$ cat config.mk
export PLATFORM = sky130hd
export DESIGN_NAME = matmul_sequencer
export DESIGN_NICKNAME = d
export VERILOG_FILES = /design/src/rtl/matmul_pkg.sv /design/src/rtl/matmul_sequencer_pipe.sv /design/src/rtl/matmul_sequencer.sv
export SDC_FILE = /design/constraint.sdc
export NUM_CORES = 1
export LEC_CHECK = 0
export ABC_CLOCK_PERIOD_IN_PS = 2440
export BUFFER_PORTS_ARGS = -buffer_cell sky130_fd_sc_hd__buf_2
export CAP_MARGIN = 20
export CELL_PAD_IN_SITES_DETAIL_PLACEMENT = 0
export CELL_PAD_IN_SITES_GLOBAL_PLACEMENT = 1
export CORE_MARGIN = 5
export CORE_UTILIZATION = 41
export DETAILED_ROUTE_END_ITERATION = 12
export PLACE_DENSITY_LB_ADDON = 0.25
export SKIP_CTS_REPAIR_TIMING = 1
export SYNTH_ARGS = -nofsm -noshare
export SYNTH_HDL_FRONTEND = slang
export SYNTH_SLANG_ARGS = --single-unit
$ cat constraint.sdc
create_clock -name clk -period 2.44 [get_ports clk]
set_clock_uncertainty 0.2 [all_clocks]
set_input_delay 0.244 -clock clk [delete_from_list [all_inputs] [get_ports clk]]
set_output_delay 0.244 -clock clk [all_outputs]
set_load 0.01 [all_outputs]
$ cat src/rtl/matmul_pkg.sv
// matmul_pkg: shared types and default parameters for the matrix-multiply sequencer
package matmul_pkg;
  typedef enum logic [1:0] {IDLE, ISSUE, DRAIN, DONE} state_t;
  localparam int N_DEF = 8;
  localparam int AW_DEF = 6;
  localparam int RD_LAT_DEF = 1;
  localparam int CW = 11;
  localparam int TOTAL_ISSUE = N_DEF * N_DEF * N_DEF;
  localparam int RUN_CYCLES = TOTAL_ISSUE + RD_LAT_DEF + 1;
  function automatic int run_cycles(input int n, input int rd_lat);
    return n * n * n + rd_lat + 1;
  endfunction
endpackage

$ cat src/rtl/matmul_sequencer_pipe.sv
// seq_delay_pipe: aligns issue-time tags with RAM read latency and emits MAC/C-write strobes
module seq_delay_pipe #(
  parameter int AW = 6,
  parameter int RD_LAT = 1
) (
  input  logic          clk,
  input  logic          reset,
  input  logic          valid,
  input  logic          clr,
  input  logic          last,
  input  logic [AW-1:0] e,
  output logic          mac_en,
  output logic          mac_clr,
  output logic          wr_c,
  output logic [AW-1:0] addr_c
);
  logic [RD_LAT-1:0] v_q, c_q, l_q;
  logic [AW-1:0] e_q [RD_LAT];
  always_ff @(posedge clk) begin
    if (reset) begin
      v_q <= '0;
      c_q <= '0;
      l_q <= '0;
      for (int s = 0; s < RD_LAT; s++) e_q[s] <= '0;
      wr_c <= 1'b0;
      addr_c <= '0;
    end else begin
      v_q[0] <= valid;
      c_q[0] <= clr;
      l_q[0] <= last;
      e_q[0] <= e;
      for (int s = 1; s < RD_LAT; s++) begin
        v_q[s] <= v_q[s-1];
        c_q[s] <= c_q[s-1];
        l_q[s] <= l_q[s-1];
        e_q[s] <= e_q[s-1];
      end
      // write one cycle after the last accumulate so the sum is complete
      wr_c <= l_q[RD_LAT-1];
      addr_c <= l_q[RD_LAT-1] ? e_q[RD_LAT-1] : '0;
    end
  end
  assign mac_en = v_q[RD_LAT-1];
  assign mac_clr = c_q[RD_LAT-1];
endmodule

$ cat src/rtl/matmul_sequencer.sv
// matmul_sequencer: address/strobe sequencer for an N x N matrix multiply C = A*B
module matmul_sequencer
  import matmul_pkg::*;
#(
  parameter int N = N_DEF,
  parameter int AW = AW_DEF,
  parameter int RD_LAT = RD_LAT_DEF
) (
  input  logic          clk,
  input  logic          reset,
  input  logic          start,
  output logic [AW-1:0] addr_a,
  output logic [AW-1:0] addr_b,
  output logic          mac_en,
  output logic          mac_clr,
  output logic          wr_c,
  output logic [AW-1:0] addr_c,
  output logic          busy,
  output logic          done,
  output logic [CW-1:0] cycle_count
);
  localparam int LN = $clog2(N);
  localparam logic [CW-1:0] LAST_CYCLE = CW'(run_cycles(N, RD_LAT) - 1);
  state_t state, state_n;
  logic [LN-1:0] i, j, k, i_n, j_n, k_n;
  logic [AW-1:0] addr_a_n, addr_b_n;
  logic [CW-1:0] count_n;
  logic running;
  assign running = state == ISSUE || state == DRAIN;
  always_ff @(posedge clk) begin
    if (reset) begin
      state <= IDLE;
      {i, j, k} <= '0;
      addr_a <= '0;
      addr_b <= '0;
      busy <= 1'b0;
      done <= 1'b0;
      cycle_count <= '0;
    end else begin
      state <= state_n;
      {i, j, k} <= {i_n, j_n, k_n};
      addr_a <= addr_a_n;
      addr_b <= addr_b_n;
      busy <= state_n == ISSUE || state_n == DRAIN;
      done <= state_n == DONE;
      cycle_count <= count_n;
    end
  end
  always_comb begin
    state_n = state == ISSUE ? (&{i, j, k} ? DRAIN : ISSUE) :
              state == DRAIN ? (cycle_count == LAST_CYCLE ? DONE : DRAIN) :
              start ? ISSUE : state;
  end
  // {i,j,k} is one counter: k innermost, carries ripple into j then i
  always_comb begin
    {i_n, j_n, k_n} = (state == ISSUE && state_n == ISSUE) ? {i, j, k} + 1'b1 : '0;
    addr_a_n = state_n == ISSUE ? {i_n, k_n} : '0;
    addr_b_n = state_n == ISSUE ? {k_n, j_n} : '0;
    count_n = running ? cycle_count + 1'b1 : (state_n == ISSUE ? '0 : cycle_count);
  end
  seq_delay_pipe #(.AW(AW), .RD_LAT(RD_LAT)) u_pipe (
    .clk    (clk),
    .reset  (reset),
    .valid  (state == ISSUE),
    .clr    (state == ISSUE && k == '0),
    .last   (state == ISSUE && &k),
    .e      ({i, j}),
    .mac_en (mac_en),
    .mac_clr(mac_clr),
    .wr_c   (wr_c),
    .addr_c (addr_c)
  );
endmodule

==> impl_metrics.py <==
metrics = {
    "run_status": {
        "status": "completed",
    },
    "synth": {
        "synth.cells.most_frequent": "dfxtp_1 (49), nor2_1 (14), inv_1 (12)",
        "syn_area_per_cell_um2": 9.964,
        "synth_cell_types": 48,
        "syn_nets": 205,
        "ys_top_cells_by_area": "dfxtp_1 (51%), ha_1 (5.9%), a21oi_1 (2.9%)",
        "yosys_warnings": 0,
        "ys_async_sr_fraction": 0,
        "synth_seq_cells": 49,
        "yosys.area.top_type": "dfxtp_1",
        "yosysSeqAreaShare": 0.5101,
        "syn_inst": 193,
        "synth-edff-count": 0,
        "ys.flop_type": "dfxtp_1",
        "syn-cell-area_um2": 1923,
        "yosysTopAreaCellShare": 0.5101,
        "yosysMostFrequentCell": "dfxtp_1",
    },
    "sta": {
        "slew_violations": 0,
        "fmax_mhz": 450.4,
        "layout_min_cycle_time_ns": 2.220,
        "hold_viol": 0,
        "period_share": 0.9099,
        "worst_slack_ns": 0.2198,
        "rsz0062_at_grt": "false",
        "whs_ns": 0.09986,
        "setup-violations-final": 0,
        "relSlewSlack": 0.5696,
        "worst_pin_slew_ns": 0.6403,
        "setup-tns-final_ns": 0,
    },
    "routing": {
        "wl_per_cell_um": 13.26,
        "first_iter_violations": 113,
        "avgViaCountPerCell": 5.234,
        "vias": 1523,
        "drcViolationCount": 0,
        "dr.pass1.iters": 4,
        "ant_nets": 0,
        "drt_wl_total_mm": 3.859,
    },
    "critical_path": {
        "timing.rr.start": "k[0]",
        "worst_ep_arrival_time_ns": 2.23,
        "crit_slowest_cell": "dfxtp_1",
        "worstSetupStartpointType": "register",
        "crit_required_ns": 2.45,
        "slowest_delay_ns": 0.42,
        "cp-end-kind": "register",
        "crit_type": "register to register",
        "cp-startpoint": "k[0]",
        "crit_chain": "ha_1 > nand3_4 > o31ai_2 > o31ai_1 > ha_1 > nand2b_1 > a311oi_1",
        "cp_max_fo": 6,
        "cpMostUsedCell": "ha_1",
    },
    "floorplanning": {
        "die-area_um2": 6160,
        "die_w_um": 78.49,
        "pin_count": 37,
        "placeableCoreArea_um2": 4629,
        "std_cell_rows": 25,
        "start_util": 0.4154,
        "die_h_um": 78.49,
    },
    "grt": {
        "first_global_vias": 1411,
        "grt_start_max_net_pins": 20,
        "overflow": 0,
        "grt_pass1_wl_mm": 6.644,
        "track_usage": 0.1350,
        "antenna_found_initial": 0,
    },
    "finish": {
        "nets": 248,
        "syn_to_final_growth_pct": 20.36,
        "diodes": 0,
        "layout-drive-gt1-share": 0.2700,
        "fillCellCount": 451,
    },
    "clocking": {
        "cts_buffer_depth": 2,
        "cts_tree": "done",
        "clkSinkCount": 49,
        "htreeDepth": 2,
        "ctsRootBufferMaster": "clkbuf_8",
        "clk_pin_slew_ns": 0.09,
        "clock_latency_ns": 0.30,
        "cts_buffers": 5,
    },
    "placed_design": {
        "place.gp.congestion": 0.8283,
        "io_buffers": 36,
        "hpwl_mm": 2.779,
        "pre_cts_ws_ns": 0.1647,
    },
    "pwr": {
        "pwr-share-clk": 0.277,
        "p_per_area_nw_per_um2": 919.3,
        "p_comb_frac": 0.304,
        "power.switching_uw": 663.0,
        "seq_power_share": 0.419,
        "ir_worst_vdd_mv": 0.6013,
        "internal_power_uw": 1465,
        "leakage_uw": 0.0009789,
        "switching_share": 0.3116,
    },
    "worst_hold_path": {
        "hold_path_class": "input port to register",
        "worstHoldStart": "reset",
    },
    "job": {
        "max_cap_viol_count": 0,
    },
}
[power by group through the flow]
stage	logic [uW]	registers, uW	clock network (uW)
floorplan	401	939	0
global placement	636	910	0
detailed placement	629	911	0
CTS	636	892	608
global route	721	901	647
finish	647	891	590
[worst paths after layout]
| path | slack [ns] | endpoint | cells past startpoint |
|---|---|---|---|
| worst min-delay path | 0.1 | cycle_count[2] | 3 |
| worst max-delay path | 0.22 | cycle_count[4] | 7 |
| worst max register to register | 0.22 | cycle_count[4] | 7 |
| worst min register to register | 0.23 | u_pipe.addr_c[4] | 1 |
[worst max-delay path: cells and delay by family, from the launching register on]
family | cells | cell delay (ns)
AO/OA/AOI/OAI | 3 | 0.70
adder cells (fa/ha/maj) | 2 | 0.53
flip-flops | 1 | 0.42
AND/OR/NAND/NOR | 2 | 0.29
[placed cells by master, fill, tap and decap left out, types with 4 or more instances in the layout]
cell type and count:
buf_2 36, a21oi_1 11, nor3_1 6, ha_1 9
and2_1 7, buf_4 8, nand3_1 4, dfxtp_1 49
nand2_1 8, clkbuf_8 6, o211ai_1 5, o21ai_0 4
inv_1 12, or3_1 4, a31oi_1 4, nor2b_1 7
nor2_1 14
[through the flow]
step | instance area [um^2] | total power (uW) | utilization | cells
2_1_floorplan | 1923 | 1340 | - | 193
3_3_place_gp | 2187 | 1546 | 0.4724 | 283
3_5_place_dp | 2187 | 1540 | 0.4724 | 283
4_1_cts | 2307 | 2136 | 0.4984 | 291
5_1_grt | 2315 | 2269 | 0.5000 | 291
6_report | 2315 | 2128 | 0.5000 | 291
[state kept, by name (all words and copies together), names as in the netlist]
register / flops
u_pipe.mac_en: 1
state: 2
u_pipe.mac_clr: 1
i: 3
u_pipe.addr_c: 6
addr_a: 6
cycle_count: 11
u_pipe.l_q: 1
j: 3
addr_b: 3
u_pipe.e_q: 6
k: 3
busy: 1
u_pipe.wr_c: 1
done: 1
[metal layers]
layer | wire length [um] | vias up | part of all wire | track usage
met5 | 0 | - | 0 | 0
met2 | 1605 | 46 | 0.42 | 0.1961
met4 | 60 | 0 | 0.016 | 0.04371
li1 | - | 770 | - | -
met1 | 1943 | 702 | 0.50 | 0.1902
met3 | 249 | 5 | 0.065 | 0.04128
[logic make-up after synthesis]
family / Yosys count / synth area share
adder cells (fa/ha/maj): 9 / 0.05856
flip-flops: 49 / 0.5101
AO/OA/AOI/OAI: 40 / 0.1438
multiplexers: 1 / 0.005205
buffers and inverters: 20 / 0.04619
AND/OR/NAND/NOR: 72 / 0.2271
XOR/XNOR: 2 / 0.009110
[area by class of cell]
type / count / area, um^2 / share of cell area
repair buffers: 44 / 240.2 / 0.1038
clock buffers: 6 / 82.58 / 0.03568
well taps: 54 / 67.56 / 0.02919
multi-input cells: 124 / 860.8 / 0.3719
flip-flops and latches: 49 / 980.9 / 0.4238
inverters: 12 / 45.04 / 0.01946
clock inverters: 2 / 37.54 / 0.01622
No activity file was read; power rests on OpenSTA's default activity.
